[src/rtl/uart_cmd_rx.sv]
// rtl/uart_cmd_rx.sv - 8N1 UART receiver with ASCII '0'..'3' mode-command decode
//
// Purpose: deserialises 8N1 frames on RxD using 16x oversampling. Each bit is
// taken as the 2-of-3 majority of samples on ticks 7, 8 and 9. Good bytes are
// strobed out on valid. The bytes '0'..'3' also update a 2-bit opcode one clock
// later.
//
// Ports:
//   clk          in   system clock
//   rst_n        in   asynchronous active-low reset
//   RxD          in   serial line, idle high, asynchronous to clk
//   data         out  [7:0] last good byte, LSB first on the wire
//   valid        out  one-cycle pulse when data is updated
//   frame_err    out  one-cycle pulse when the stop bit is sampled low
//   opcode       out  [1:0] last decoded mode command
//   opcode_valid out  one-cycle pulse when opcode is updated

module uart_cmd_rx #(
  parameter int CLK_FREQ   = 50_000_000,
  parameter int BAUD       = 115200,
  parameter int OVERSAMPLE = 16
) (
  input  logic       clk,
  input  logic       rst_n,
  input  logic       RxD,
  output logic [7:0] data,
  output logic       valid,
  output logic       frame_err,
  output logic [1:0] opcode,
  output logic       opcode_valid
);

  // Rounded divide of clk down to the oversample tick rate, never below 1.
  localparam int DIV_RAW = (CLK_FREQ + (BAUD * OVERSAMPLE) / 2) / (BAUD * OVERSAMPLE);
  localparam int DIV     = (DIV_RAW < 1) ? 1 : DIV_RAW;
  localparam int DW      = $clog2(DIV + 1);

  typedef enum logic [2:0] {
    S_IDLE,
    S_START,
    S_DATA,
    S_STOP,
    S_BRK
  } state_t;

  state_t      r_state;
  logic        r_sync1;
  logic        r_rx_s;
  logic [DW-1:0] r_div_cnt;
  logic [3:0]  r_t;
  logic [2:0]  r_idx;
  logic        r_s7;
  logic        r_s8;
  logic        r_bit;
  logic [7:0]  r_shift;

  logic        w_tick;
  logic        w_maj;

  assign w_tick = (r_div_cnt == DW'(DIV - 1));
  // Only meaningful on tick 9, when r_s7/r_s8 hold the earlier two samples.
  assign w_maj  = (r_s7 & r_s8) | (r_s7 & r_rx_s) | (r_s8 & r_rx_s);

  always_ff @(posedge clk or negedge rst_n) begin
    if (!rst_n) begin
      r_sync1      <= 1'b1;
      r_rx_s       <= 1'b1;
      r_state      <= S_IDLE;
      r_div_cnt    <= '0;
      r_t          <= '0;
      r_idx        <= '0;
      r_s7         <= 1'b1;
      r_s8         <= 1'b1;
      r_bit        <= 1'b1;
      r_shift      <= '0;
      data         <= '0;
      valid        <= 1'b0;
      frame_err    <= 1'b0;
      opcode       <= '0;
      opcode_valid <= 1'b0;
    end else begin
      r_sync1      <= RxD;
      r_rx_s       <= r_sync1;
      valid        <= 1'b0;
      frame_err    <= 1'b0;
      opcode_valid <= 1'b0;

      // data and valid are already registered, so the decode lands one clock after valid.
      if (valid && (data[7:2] == 6'b001100)) begin
        opcode       <= data[1:0];
        opcode_valid <= 1'b1;
      end

      // Holding the divider at zero while idle aligns ticks to the start edge.
      if (r_state == S_IDLE || w_tick) r_div_cnt <= '0;
      else                             r_div_cnt <= r_div_cnt + DW'(1);

      case (r_state)
        S_IDLE: begin
          if (!r_rx_s) begin
            r_state <= S_START;
            r_t     <= '0;
          end
        end

        S_START, S_DATA, S_STOP: begin
          if (w_tick) begin
            r_t <= r_t + 4'd1;
            if (r_t == 4'd7) r_s7  <= r_rx_s;
            if (r_t == 4'd8) r_s8  <= r_rx_s;
            if (r_t == 4'd9) r_bit <= w_maj;

            // The stop decision comes early, at tick 9, so a back-to-back
            // start edge that begins where this bit ends is not missed.
            if (r_state == S_STOP && r_t == 4'd9) begin
              if (w_maj) begin
                data    <= r_shift;
                valid   <= 1'b1;
                r_state <= S_IDLE;
              end else begin
                frame_err <= 1'b1;
                r_state   <= S_BRK;
              end
            end

            if (r_t == 4'd15) begin
              if (r_state == S_START) begin
                if (r_bit) r_state <= S_IDLE;
                else begin
                  r_state <= S_DATA;
                  r_idx   <= '0;
                end
              end else if (r_state == S_DATA) begin
                r_shift <= {r_bit, r_shift[7:1]};
                r_idx   <= r_idx + 3'd1;
                if (r_idx == 3'd7) r_state <= S_STOP;
              end
            end
          end
        end

        S_BRK: begin
          if (r_rx_s) r_state <= S_IDLE;
        end

        default: r_state <= S_IDLE;
      endcase
    end
  end

endmodule

[config.mk]
export PLATFORM = sky130hd
export DESIGN_NAME = uart_cmd_rx
export DESIGN_NICKNAME = d
export VERILOG_FILES = /design/src/rtl/uart_cmd_rx.sv
export SDC_FILE = /design/constraint.sdc
export NUM_CORES = 1
export LEC_CHECK = 0
export ABC_AREA = 1
export CAP_MARGIN = 20
export CELL_PAD_IN_SITES_DETAIL_PLACEMENT = 0
export CELL_PAD_IN_SITES_GLOBAL_PLACEMENT = 1
export CORE_MARGIN = 4
export CORE_UTILIZATION = 35
export DETAILED_ROUTE_END_ITERATION = 8
export GPL_TIMING_DRIVEN = 0
export PLACE_DENSITY_LB_ADDON = 0.1
export SKIP_LAST_GASP = 1
export SLEW_MARGIN = 10
export SYNTH_ARGS = -nofsm -noshare
export SYNTH_HDL_FRONTEND = slang
export SYNTH_SLANG_ARGS = --single-unit
[constraint.sdc]
create_clock -name clk -period 2.1 [get_ports clk]
set_clock_uncertainty 0.15 [all_clocks]
set_input_delay 0.315 -clock clk [delete_from_list [all_inputs] [get_ports clk]]
set_output_delay 0.315 -clock clk [all_outputs]
set_load 0.005 [all_outputs]
==> impl_metrics.ini, run 1 <==
[pwr]
switching_share = 0.219
switchingPower_mw = 0.289
vdd_drop_max_mv = 0.303
powerDensity_nw_per_um2 = 582
clockPowerShare = 0.380
power.leakage_nw = 1.20
p_int_mw = 1.03
p_seq_frac = 0.602
pwr-share-comb = 0.019

[run_status]
run_status = completed

[logic_synthesis]
synth_cells = 227
syn-cell-area_um2 = 1920
ys_ff_latch = 41
synth_seq_area_share = 0.537
ys_types = 24
avgSynthCellArea_um2 = 8.47
synth.net_count = 237
synth_warnings = 0

[timing]
grt_setup_unrepaired = no
slew_viol_final = 0
whs_ns = 0.210
slew_headroom = 0.613
setup_viol = 0
period_share = 0.862
max_freq_mhz = 552
finalHoldViolCount = 0
tightest_slew_ns = 0.575
period_minus_slack_ns = 1.81

[route]
wl_um = 3740
routedWlPerCell_um = 11.6
via_per_inst = 4.61
drt_first_pass_iters = 4
ant_nets = 0
num_vias = 1486
drc = 0
drtIter0Drc = 35

[critical_path]
crit_top_cell = nand2_1
cp.arrival_ns = 1.84
path_max_fanout = 8
worstSetupPathType = flip-flop to flip-flop
path_cells = inv_1 -> ha_1 -> nand2_1 -> inv_1 -> nand2_1 -> nor3_2 -> nand2_1 -> nand2_1 -> nand2_1
cp.required_ns = 2.13
worst_setup_path_start_kind = flip-flop
slowest_stage = dfrtp_1
critPathCaptureType = flip-flop
max_stage_delay_ns = 0.41

[placement]
gp_congestion = 0.777
post-dp-hpwl_um = 2770
dpl-instance-area_um2 = 2170
io_buffers = 15

[finish]
fin_area_um2 = 2270
fin_nets = 261
n_antenna_cell = 0
syn_to_final_growth_pct = 18.0
drive_gt1_frac = 0.103

[global_route]
grt_overflow = 0
antenna_found_initial = 0
grt_pass1_vias = 1463
grt_pass1_wl_um = 6900
grt_usage = 0.135
grt_max_degree = 26

[hold_path]
hold_class = flip-flop to flip-flop

[clocking]
insertion_delay_ns = 0.29
cts_resized = 0
post_cts_buffers = 0
clockRootBuffer = clkbuf_8
cts_sinks = 41
clockBufferDepth = 2
htree_levels = 2
numCtsBuffers = 5
cts_tree = done
cts.clk_slew.worst_paths_ns = 0.08

[flow_run]
maxCapViolations = 0

[die]
die_w_um = 82.1
initial_core_util = 0.369
die_h_um = 82.1
fp.dieArea_um2 = 6740
io_pins = 16
core_um2 = 5200
num_rows = 26
-- flip-flops by register name (all words and copies together), names as in the netlist, 2 cells and up --
signal	count
data	8
r_shift	8
r_div_cnt	5
r_t	4
r_idx	3
r_state	3
opcode	2
-- placed cells by master, fill, tap and decap left out, drive strengths merged, types with 4 or more instances in the layout --
master / n
nand2: 86
dfrtp: 36
nand3: 25
inv: 24
nor2: 15
clkdlybuf4s50: 14
o21ai: 10
ha: 7
clkbuf: 6
dfstp: 5
buf: 4
nor3: 4
-- area by class of cell --
| cell class | instances | area, um2 |
|---|---|---|
| timing repair buffer | 17 | 175 |
| fill | 535 | 2940 |
| clock buffer | 6 | 72.6 |
| clock inverter | 2 | 10.0 |
| multi-input combinational | 159 | 785 |
| tap | 70 | 87.6 |
| buffer | 2 | 10.0 |
| inverter | 25 | 95.1 |
| sequential | 41 | 1030 |
-- worst max-delay path: cells and delay by family, from the launching register on --
family                     cells  cell delay (ns)
and+or+nand+nor                6             0.90
DFF                            1             0.41
adders and majority gates      1             0.13
buffers and inverters          2             0.11
-- power by group through the flow --
stage / sequential [mW] / clock (mW) / combinational [mW]
floorplan: 0.809 / 0 / 0.000609
global placement: 0.809 / 0 / 0.0212
detailed placement: 0.809 / 0 / 0.0251
CTS: 0.794 / 0.523 / 0.0265
global route: 0.794 / 0.557 / 0.0286
finish: 0.794 / 0.501 / 0.0245
-- cell usage after synthesis, drive strengths merged --
cell	n	share of area
nand2	86	0.17
dfrtp	36	0.47
nand3	25	0.072
inv	24	0.047
nor2	15	0.035
o21ai	10	0.026
ha	7	0.046
dfstp	5	0.068
nor3	4	0.016
nand3b	3	0.012
buf	2	0.0052
nand4	2	0.0065
xor2	2	0.0091
a21oi	1	0.0046
clkinv	1	0.0026
nor3b	1	0.0039
o22ai	1	0.0033
or2	1	0.0033
xnor2	1	0.0046
-- metal layers --
metal | track usage | up-vias | routed length [um]
met3 | 0.0456 | 6 | 172
met5 | 0 | - | 0
met2 | 0.204 | 31 | 1600
met1 | 0.183 | 684 | 1920
met4 | 0.0415 | 0 | 48
li1 | - | 765 | -
-- kinds of logic after synthesis --
kind of cell,after synthesis,synth area share
xor gates and xnor gates,3,0.0137
adders and majority gates,7,0.0456
DFF,41,0.537
buffers and inverters,27,0.0547
and+or+nand+nor,137,0.315
AOI/OAI and AO/OA,12,0.0339
-- worst paths after layout --
check	startpoint	end	slack, ns	cells after the start
hold / removal	r_sync1	r_rx_s	0.21	0
setup reg to reg	r_div_cnt[0]	r_shift[7]	0.29	9
setup / recovery	r_div_cnt[0]	r_shift[7]	0.29	9
min in group asynchronous	rst_n	r_div_cnt[2]	0.34	2
max in group asynchronous	rst_n	r_shift[2]	0.98	3
hold reg to reg	r_sync1	r_rx_s	0.21	0
-- through the flow --
stage / worst slack (ns) / util / setup TNS (ns) / cells / power (mW)
finish: 0.289 / 0.436 / 0 / 322 / 1.32
global route: 0.0454 / 0.436 / 0 / 322 / 1.38
CTS: 0.260 / 0.436 / 0 / 322 / 1.34
detailed placement: 0.279 / 0.418 / 0 / 313 / 0.834
global placement: -0.568 / 0.415 / -21.07 / 312 / 0.830
floorplan: 0.578 / - / 0 / 227 / 0.810
-- timing repair --
action	CTS	global route
hold endpoints to repair	11	0
hold buffers	1	0
setup endpoints to repair	0	0
Note: power is estimated with default switching activity, not from simulation.
==> inputs of run 2 (changes only) <==
--- a/config.mk
+++ b/config.mk
@@ -15,7 +15,6 @@
 export GPL_TIMING_DRIVEN = 0
 export PLACE_DENSITY_LB_ADDON = 0.1
 export SKIP_LAST_GASP = 1
-export SLEW_MARGIN = 10
 export SYNTH_ARGS = -nofsm -noshare
 export SYNTH_HDL_FRONTEND = slang
 export SYNTH_SLANG_ARGS = --single-unit
==> constraint.sdc (replaced) <==
create_clock -name clk -period 1.56 [get_ports clk]
set_clock_uncertainty 0.15 [all_clocks]
set_input_delay 0.234 -clock clk [delete_from_list [all_inputs] [get_ports clk]]
set_output_delay 0.234 -clock clk [all_outputs]
set_load 0.005 [all_outputs]
==> impl_metrics.ini, run 2 (synthesis gave the netlist of run 1 again) <==
[timing]
grt_setup_unrepaired = yes
finalHoldViolCount = 0
slew_viol_final = 0
slew_headroom = 0.717
period_minus_slack_ns = 1.59
setup_ws_ns = -0.0269
setup_viol = 14
tightest_slew_ns = 0.425
max_freq_mhz = 630
period_share = 1.02

[critical_path]
cp.required_ns = 1.64
worstSetupPathType = flip-flop to flip-flop
cp.arrival_ns = 1.67
critPathCaptureType = flip-flop
worst_setup_path_start_kind = flip-flop
ff2ff_setup_slack_ns = -0.03
path_max_fanout = 5

[pwr]
power.leakage_nw = 1.56
vdd_drop_max_mv = 0.415
powerDensity_nw_per_um2 = 669

[clocking]
cts_tree = done
htree_levels = 2
cts_sinks = 41
clockRootBuffer = clkbuf_8
numCtsBuffers = 5
cts.clk_slew.worst_paths_ns = 0.08
insertion_delay_ns = 0.29
clockBufferDepth = 2

[finish]
n_antenna_cell = 0
mostFrequentLayoutCell = nand2_1
final_cell_mix = 70 x nand2_1, 34 x dfrtp_1, 23 x nand3_1, 22 x buf_4, 18 x inv_1
fin_area_um2 = 2660
fin_nets = 289
syn_to_final_growth_pct = 38.5
top_regs = data (8), r_shift (8), r_div_cnt (5)
drive_gt1_frac = 0.296

[die]
die_w_um = 82.1
num_rows = 26
fp.dieArea_um2 = 6740
initial_core_util = 0.369
die_h_um = 82.1
io_pins = 16
core_um2 = 5200

[run_status]
run_status = finished with violations
violations = setup timing

[global_route]
grt_usage = 0.146
grt_pass1_wl_um = 7390
grt_overflow = 0
antenna_found_initial = 0
grt_max_degree = 26
grt_pass1_vias = 1601

[placement]
io_buffers = 15
place_ws_ns = -0.261
post-dp-hpwl_um = 2770
gp_congestion = 0.777
dpl-instance-area_um2 = 2170

[route]
routedWlPerCell_um = 11.9
ant_nets = 0
drc = 0
wl_um = 4160
drt_first_pass_iters = 4
drtIter0Drc = 73
num_vias = 1606
via_per_inst = 4.59

[hold_path]
hold_class = primary input to flip-flop

[flow_run]
maxCapViolations = 0
## run 2: through the flow
stage	instances	utilization	TNS, ns	hold WS, ns	power, mW
after detailed placement	313	0.418	-5.25	0.0519	1.12
final	350	0.511	-0.138	0.189	1.78
after CTS	339	0.469	-0.0149	0.184	1.81
after floorplan	227	-	0	-0.212	1.09
after global placement	312	0.415	-45.45	0.196	1.12
after global routing	350	0.511	-2.36	0.177	1.86
## run 2: power breakdown
part           total, mW  leakage, nW  switching, mW  internal [mW]
Combinational     0.0332        0.991         0.0233        0.00986
Sequential          1.07        0.528        0.00173           1.07
Clock              0.678       0.0450          0.368          0.311
## run 2: area by class of cell
| cell class | instances | area, um2 |
|---|---|---|
| Clock inverter | 2 | 10.0 |
| Timing Repair inverter | 1 | 6.26 |
| Clock buffer | 6 | 72.6 |
| Inverter | 25 | 114 |
| Tap cell | 70 | 87.6 |
| Multi-Input combinational cell | 160 | 903 |
| Timing Repair Buffer | 43 | 417 |
| Buffer | 2 | 16.3 |
| Sequential cell | 41 | 1030 |
| Fill cell | 511 | 2540 |
## run 2: path summary, 6_finish.rpt
kind | startpoint | to | cells past startpoint
setup / recovery | r_div_cnt[0] | r_idx[2] | 10
hold / removal | RxD | r_sync1 | 1
setup reg to reg | r_div_cnt[0] | r_idx[2] | 10
hold reg to reg | r_sync1 | r_rx_s | 0
max in group asynchronous | rst_n | r_shift[2] | 3
min in group asynchronous | rst_n | r_div_cnt[2] | 2
## run 2: timing repair
action	4_1_cts	5_1_grt
endpoints found under the hold margin	11	0
hold buffers	1	0
cloned	3	0
setup endpoints to repair	40	45
resized for setup	19	42
pin swaps	3	10
buffers inserted	14	11
## run 2: layer usage
layer  vias up  routed length [um]  global-route usage
met2        27                1930               0.229
met4         0                  45              0.0449
met1       745                2000               0.190
li1        828                   -                   -
met3         6                 183              0.0477
met5         -                   0                   0
## run 2: critical path, stage by stage, from the launching register on
cell and delay, ns:
dfrtp_1 0.39, inv_1 0.06, ha_2 0.16, nand2_2 0.05, inv_2 0.06, nand2_4 0.08
nor3_4 0.18, buf_6 0.14, buf_6 0.10, nand3b_1 0.08, nand2_1 0.08
==> inputs of run 3 (changes only) <==
--- a/config.mk
+++ b/config.mk
@@ -13,6 +13,7 @@
 export CORE_UTILIZATION = 35
 export DETAILED_ROUTE_END_ITERATION = 8
 export GPL_TIMING_DRIVEN = 0
+export HOLD_SLACK_MARGIN = 0.08
 export PLACE_DENSITY_LB_ADDON = 0.1
 export SKIP_LAST_GASP = 1
 export SYNTH_ARGS = -nofsm -noshare
==> results of run 3 <==
Same layout as run 2: the final DEF is identical, and so are final timing and power.
